`src/rtl/fetch_controller.sv`:
```
// fetch_controller: owns the PC, drives instruction memory and captures fetched words into a one-entry valid/ready output register
module fetch_controller #(
    parameter int                    ADDR_WIDTH = 32,
    parameter int                    DATA_WIDTH = 32,
    parameter logic [ADDR_WIDTH-1:0] RESET_PC   = 32'h0000_0000,
    parameter int                    MEM_SIZE   = 1024
) (
    input  logic                  clk,
    input  logic                  rst_n,
    input  logic                  fetch_en,
    input  logic                  redirect_valid,
    input  logic [ADDR_WIDTH-1:0] redirect_pc,
    output logic [ADDR_WIDTH-1:0] imem_addr,
    input  logic [DATA_WIDTH-1:0] imem_instr,
    output logic                  out_valid,
    input  logic                  out_ready,
    output logic [DATA_WIDTH-1:0] out_instr,
    output logic [ADDR_WIDTH-1:0] out_pc,
    output logic                  out_fault
);
    localparam logic [DATA_WIDTH-1:0] NOP   = DATA_WIDTH'(32'h0000_0013);
    localparam logic [ADDR_WIDTH:0]   LIMIT = (ADDR_WIDTH+1)'(MEM_SIZE * 4);

    typedef enum logic {RUN = 1'b0, FAULT = 1'b1} state_t;

    state_t                  state_q;
    logic [ADDR_WIDTH-1:0]   pc_q;
    logic                    out_valid_q;
    logic [DATA_WIDTH-1:0]   out_instr_q;
    logic [ADDR_WIDTH-1:0]   out_pc_q;
    logic                    out_fault_q;
    logic                    slot_free;
    logic                    bad_pc;
    logic                    cap;

    // Capture qualification; the out-of-range compare is one bit wider so MEM_SIZE*4 cannot overflow
    always_comb begin
        slot_free = !out_valid_q || out_ready;
        bad_pc    = (pc_q[1:0] != 2'b00) || ({1'b0, pc_q} >= LIMIT);
        cap       = (state_q == RUN) && fetch_en && slot_free && !redirect_valid;
    end

    // Redirect beats capture, capture beats drain; a fault capture freezes the PC and parks the FSM
    always_ff @(posedge clk or negedge rst_n) begin
        if (!rst_n) begin
            state_q     <= RUN;
            pc_q        <= RESET_PC;
            out_valid_q <= 1'b0;
            out_instr_q <= NOP;
            out_pc_q    <= '0;
            out_fault_q <= 1'b0;
        end else if (redirect_valid) begin
            state_q     <= RUN;
            pc_q        <= redirect_pc;
            out_valid_q <= 1'b0;
        end else if (cap && !bad_pc) begin
            out_instr_q <= imem_instr;
            out_pc_q    <= pc_q;
            out_fault_q <= 1'b0;
            out_valid_q <= 1'b1;
            pc_q        <= pc_q + ADDR_WIDTH'(4);
        end else if (cap) begin
            out_instr_q <= NOP;
            out_pc_q    <= pc_q;
            out_fault_q <= 1'b1;
            out_valid_q <= 1'b1;
            state_q     <= FAULT;
        end else if (out_valid_q && out_ready) begin
            out_valid_q <= 1'b0;
        end
    end

    assign imem_addr = pc_q;
    assign out_valid = out_valid_q;
    assign out_instr = out_instr_q;
    assign out_pc    = out_pc_q;
    assign out_fault = out_fault_q;
endmodule

```
`config.mk`:
```
export PLATFORM = sky130hd
export DESIGN_NAME = fetch_controller
export DESIGN_NICKNAME = d
export VERILOG_FILES = /design/src/rtl/fetch_controller.sv
export SDC_FILE = /design/constraint.sdc
export NUM_CORES = 1
export LEC_CHECK = 0
export ABC_AREA = 1
export BUFFER_PORTS_ARGS = -buffer_cell sky130_fd_sc_hd__buf_4
export CORE_MARGIN = 2
export CORE_UTILIZATION = 50
export DETAILED_ROUTE_END_ITERATION = 10
export PLACE_DENSITY = 0.81
export SLEW_MARGIN = 40
export SYNTH_ARGS = -nofsm -noshare
export SYNTH_HDL_FRONTEND = slang
export SYNTH_SLANG_ARGS = --single-unit
```
`constraint.sdc`:
```
create_clock -name clk -period 3.1 [get_ports clk]
set_input_delay 0.155 -clock clk [delete_from_list [all_inputs] [get_ports clk]]
set_output_delay 0.155 -clock clk [all_outputs]
set_load 0.05 [all_outputs]
```
==> flow_summary_export.csv <==
group,metric,value,unit
run_status,status,"finished, final reports clean",
final_layout,design_area,6060,um^2
place,place_ws,1.14,ns
routing,viasPerCell,5.06,
floorplan,die_w,97.9,um
place,gp_congestion,0.907,
synthesis,syn_avg_cell_area,8.45,um^2
synthesis,synthCells,522,
routing,drt_first_iter_violations,171,
synthesis,yosys_warnings,0,
final_layout,mostFrequentLayoutCell,"nand2_1",
timing,fin_ws,1.12,ns
power_and_ir_drop,power_density,587,nW/um^2
timing,rsz0062_at_grt,"false",
floorplan,die_h,97.9,um
synthesis,ys_ff_latch,99,
synthesis,ys_seq_area_share,56.3,%
grt,grt_max_degree,61,
routing,vias,4084,
final_layout,layout-drive-gt1-share,30.0,%
hold_path,hold_path_depth,3,
cts,clk_pin_slew,0.10,ns
cts,clockBufferDepth,2,
routing,wl,11600,um
place,dpl_cell_area,5640,um^2
cts,clkLatencyLatePin,0.36,ns
synthesis,synth_cell_types,26,
timing,min_period_over_period,63.8,%
floorplan,core_region_area,8640,um^2
place,placed_cells,770,
setup_path,worstPathRequired,3.36,ns
hold_path,hold_path_class,"in -> reg",
setup_path,rrSetupSlack,1.12,ns
setup_path,r2r_start,"imem_addr[2]",
synthesis,synth_top_area_cell,"dfrtp_1",
timing,skew,0.0148,ns
setup_path,endpoint_kind,"register",
synthesis,yosysTopAreaCellShare,54.5,%
final_layout,areaGrowthSynthToFinish,37.4,%
floorplan,die_area,9590,um^2
routing,ant_nets,0,
cts,cts_setup_buffers,0,
run,max_cap_viol_count,0,
setup_path,arrival,2.23,ns
cts,cts.sinks,99,
floorplan,fp-row-count,34,
floorplan,initial_core_util,51.1,%
power_and_ir_drop,total_power,3.56,mW
power_and_ir_drop,p_leak,3.35,nW
timing,slew-limit-headroom,50.8,%
grt,antenna_found_initial,0,
floorplan,ioPinCount,167,
cts,cts_buffers,9,
setup_path,slowest_stage,"dfrtp_1",
place,dpl.hpwl,8140,um
setup_path,cp_common_cell,"nand2_1",
setup_path,cp_max_fo,32,
final_layout,nets,765,
routing,firstDrtPassIters,4,
synthesis,synth_area_leaders,"dfrtp_1, nand2_1, nand3_1",
final_layout,mostFrequentLayoutCells,"nand2_1, buf_4, dfrtp_1, nand3_1, o21ai_0",
hold_path,hp-start,"imem_instr[26]",
cts,cts_tree,"built",
setup_path,timing.rr.end,"imem_addr[2]",
setup_path,worst_r2r_path_depth,9,
synthesis,synth_nets,593,
grt,gr-total-overflow,0,
routing,wl_per_cell,14.4,um
timing,period_needed,1.98,ns
cts,cts-root-buf,"clkbuf_8",
setup_path,cp-start-kind,"register",
timing,hold_ws,0.0131,ns
final_layout,fill_cells,665,
setup_path,path_cells,"inv_1 > ha_1 > nand3_1 > nor2_2 > nor2_4 > nand2_4 > nand2_1 > nand2_1 > nand2_1",
timing,final-max-slew-violation-count,0,
timing,finalSetupTns,0,ns
cts,cts_resized,0,
cts,h-tree-depth,3,
setup_path,critPathKind,"reg -> reg",
grt,track_usage,24.5,%
hold_path,hold_path_end,"out_instr[26]",
final_layout,diodes,0,
final_layout,utilization,70.2,%
synthesis,async_flop_share,100,%
routing,route.detailed.drc,0,
synthesis,synth_edf_count,0,
place,port_buffers,166,
grt,first_global_vias,3900,
synthesis,synth_flop_cell,"dfrtp_1",
grt,grt_pass1_wl,19000,um
timing,timing.fmax,505,MHz
power_and_ir_drop,irDropWorstVdd,0.388,mV
timing,finalHoldViolCount,0,
timing,setup_viol,0,
final_layout,instances_no_fill,807,
setup_path,worst_path_largest_cell_delay,0.45,ns
synthesis,synth_area,4410,um^2
timing,worst_pin_slew,0.737,ns
[cell usage after synthesis (2+ instances only)]
cell and n:
o21ai_1 3, nor2_1 23, buf_2 13, xor2_1 3, inv_1 22, nor2_4 2, dfrtp_1 96, dfstp_2 3
nand2_1 230, o21ai_0 25, or2_2 3, buf_4 4, clkbuf_1 9, nand4_1 4, ha_1 2, nand3_1 58
buf_6 4, nand3_2 10
[registers in the layout, indices dropped and copies added (netlist names)]
register,cells
out_instr,32
out_pc,32
out_fault,1
out_valid,1
state_q,1
imem_addr,32
[cell type report]
type | instances | area, um^2 | share of cell area (%)
clock buffers | 10 | 138 | 2.27
clock inverters | 6 | 62.6 | 1.03
well taps | 108 | 135 | 2.23
inverters | 23 | 86.3 | 1.43
repair buffers | 193 | 1510 | 24.8
multi-input cells | 368 | 1650 | 27.2
flip-flops and latches | 99 | 2480 | 41.0
[worst max-delay path, delay by kind of cell, from the launching register on]
family | cells | cell delay, ns
AND/OR/NAND/NOR | 7 | 1.15
flip-flops | 1 | 0.45
adder cells (fa/ha/maj) | 1 | 0.15
buffers and inverters | 1 | 0.11
[power by group]
group / leakage, nW / switching (mW) / internal (mW)
Clock: 0.107 / 0.448 / 0.397
Combinational: 1.96 / 0.796 / 0.352
Sequential: 1.27 / 0.127 / 1.44
Total: 3.35 / 1.37 / 2.18
[what timing repair did]
item	in CTS	in global routing
hold buffers	19	2
hold endpoints to repair	76	2
setup endpoints to repair	0	0
[layer usage]
| layer | GRT usage, % | up-vias | share of wire [%] | routed length (um) |
|---|---|---|---|---|
| met5 | 0 | - | 0 | 0 |
| met4 | 10.9 | 0 | 3.3 | 383 |
| met3 | 4.51 | 32 | 6.3 | 730 |
| met2 | 39.7 | 154 | 49 | 5680 |
| met1 | 32.3 | 1909 | 42 | 4840 |
| li1 | - | 1989 | - | - |
[logic make-up after synthesis]
| logic type | Yosys count | share of synthesized area [%] |
|---|---|---|
| and+or+nand+nor | 333 | 32.8 |
| DFF | 99 | 56.3 |
| buffers and inverters | 55 | 6.33 |
| AOI/OAI and AO/OA | 29 | 3.29 |
| xor gates and xnor gates | 4 | 0.794 |
| adders and majority gates | 2 | 0.567 |
[worst max-delay path by stage]
stage | slack [ns] | endpoint | start | depth (start not counted)
after floorplan | 1.34 | state_q | imem_addr[2] | 9
after global placement | 1.21 | imem_addr[11] | redirect_valid | 8
after detailed placement | 1.14 | out_instr[4] | redirect_valid | 7
after CTS | 1.12 | imem_addr[11] | imem_addr[2] | 9
after global routing | 0.99 | imem_addr[11] | imem_addr[2] | 9
final | 1.12 | imem_addr[2] | imem_addr[2] | 9
No activity file was read; power rests on OpenSTA's default activity.
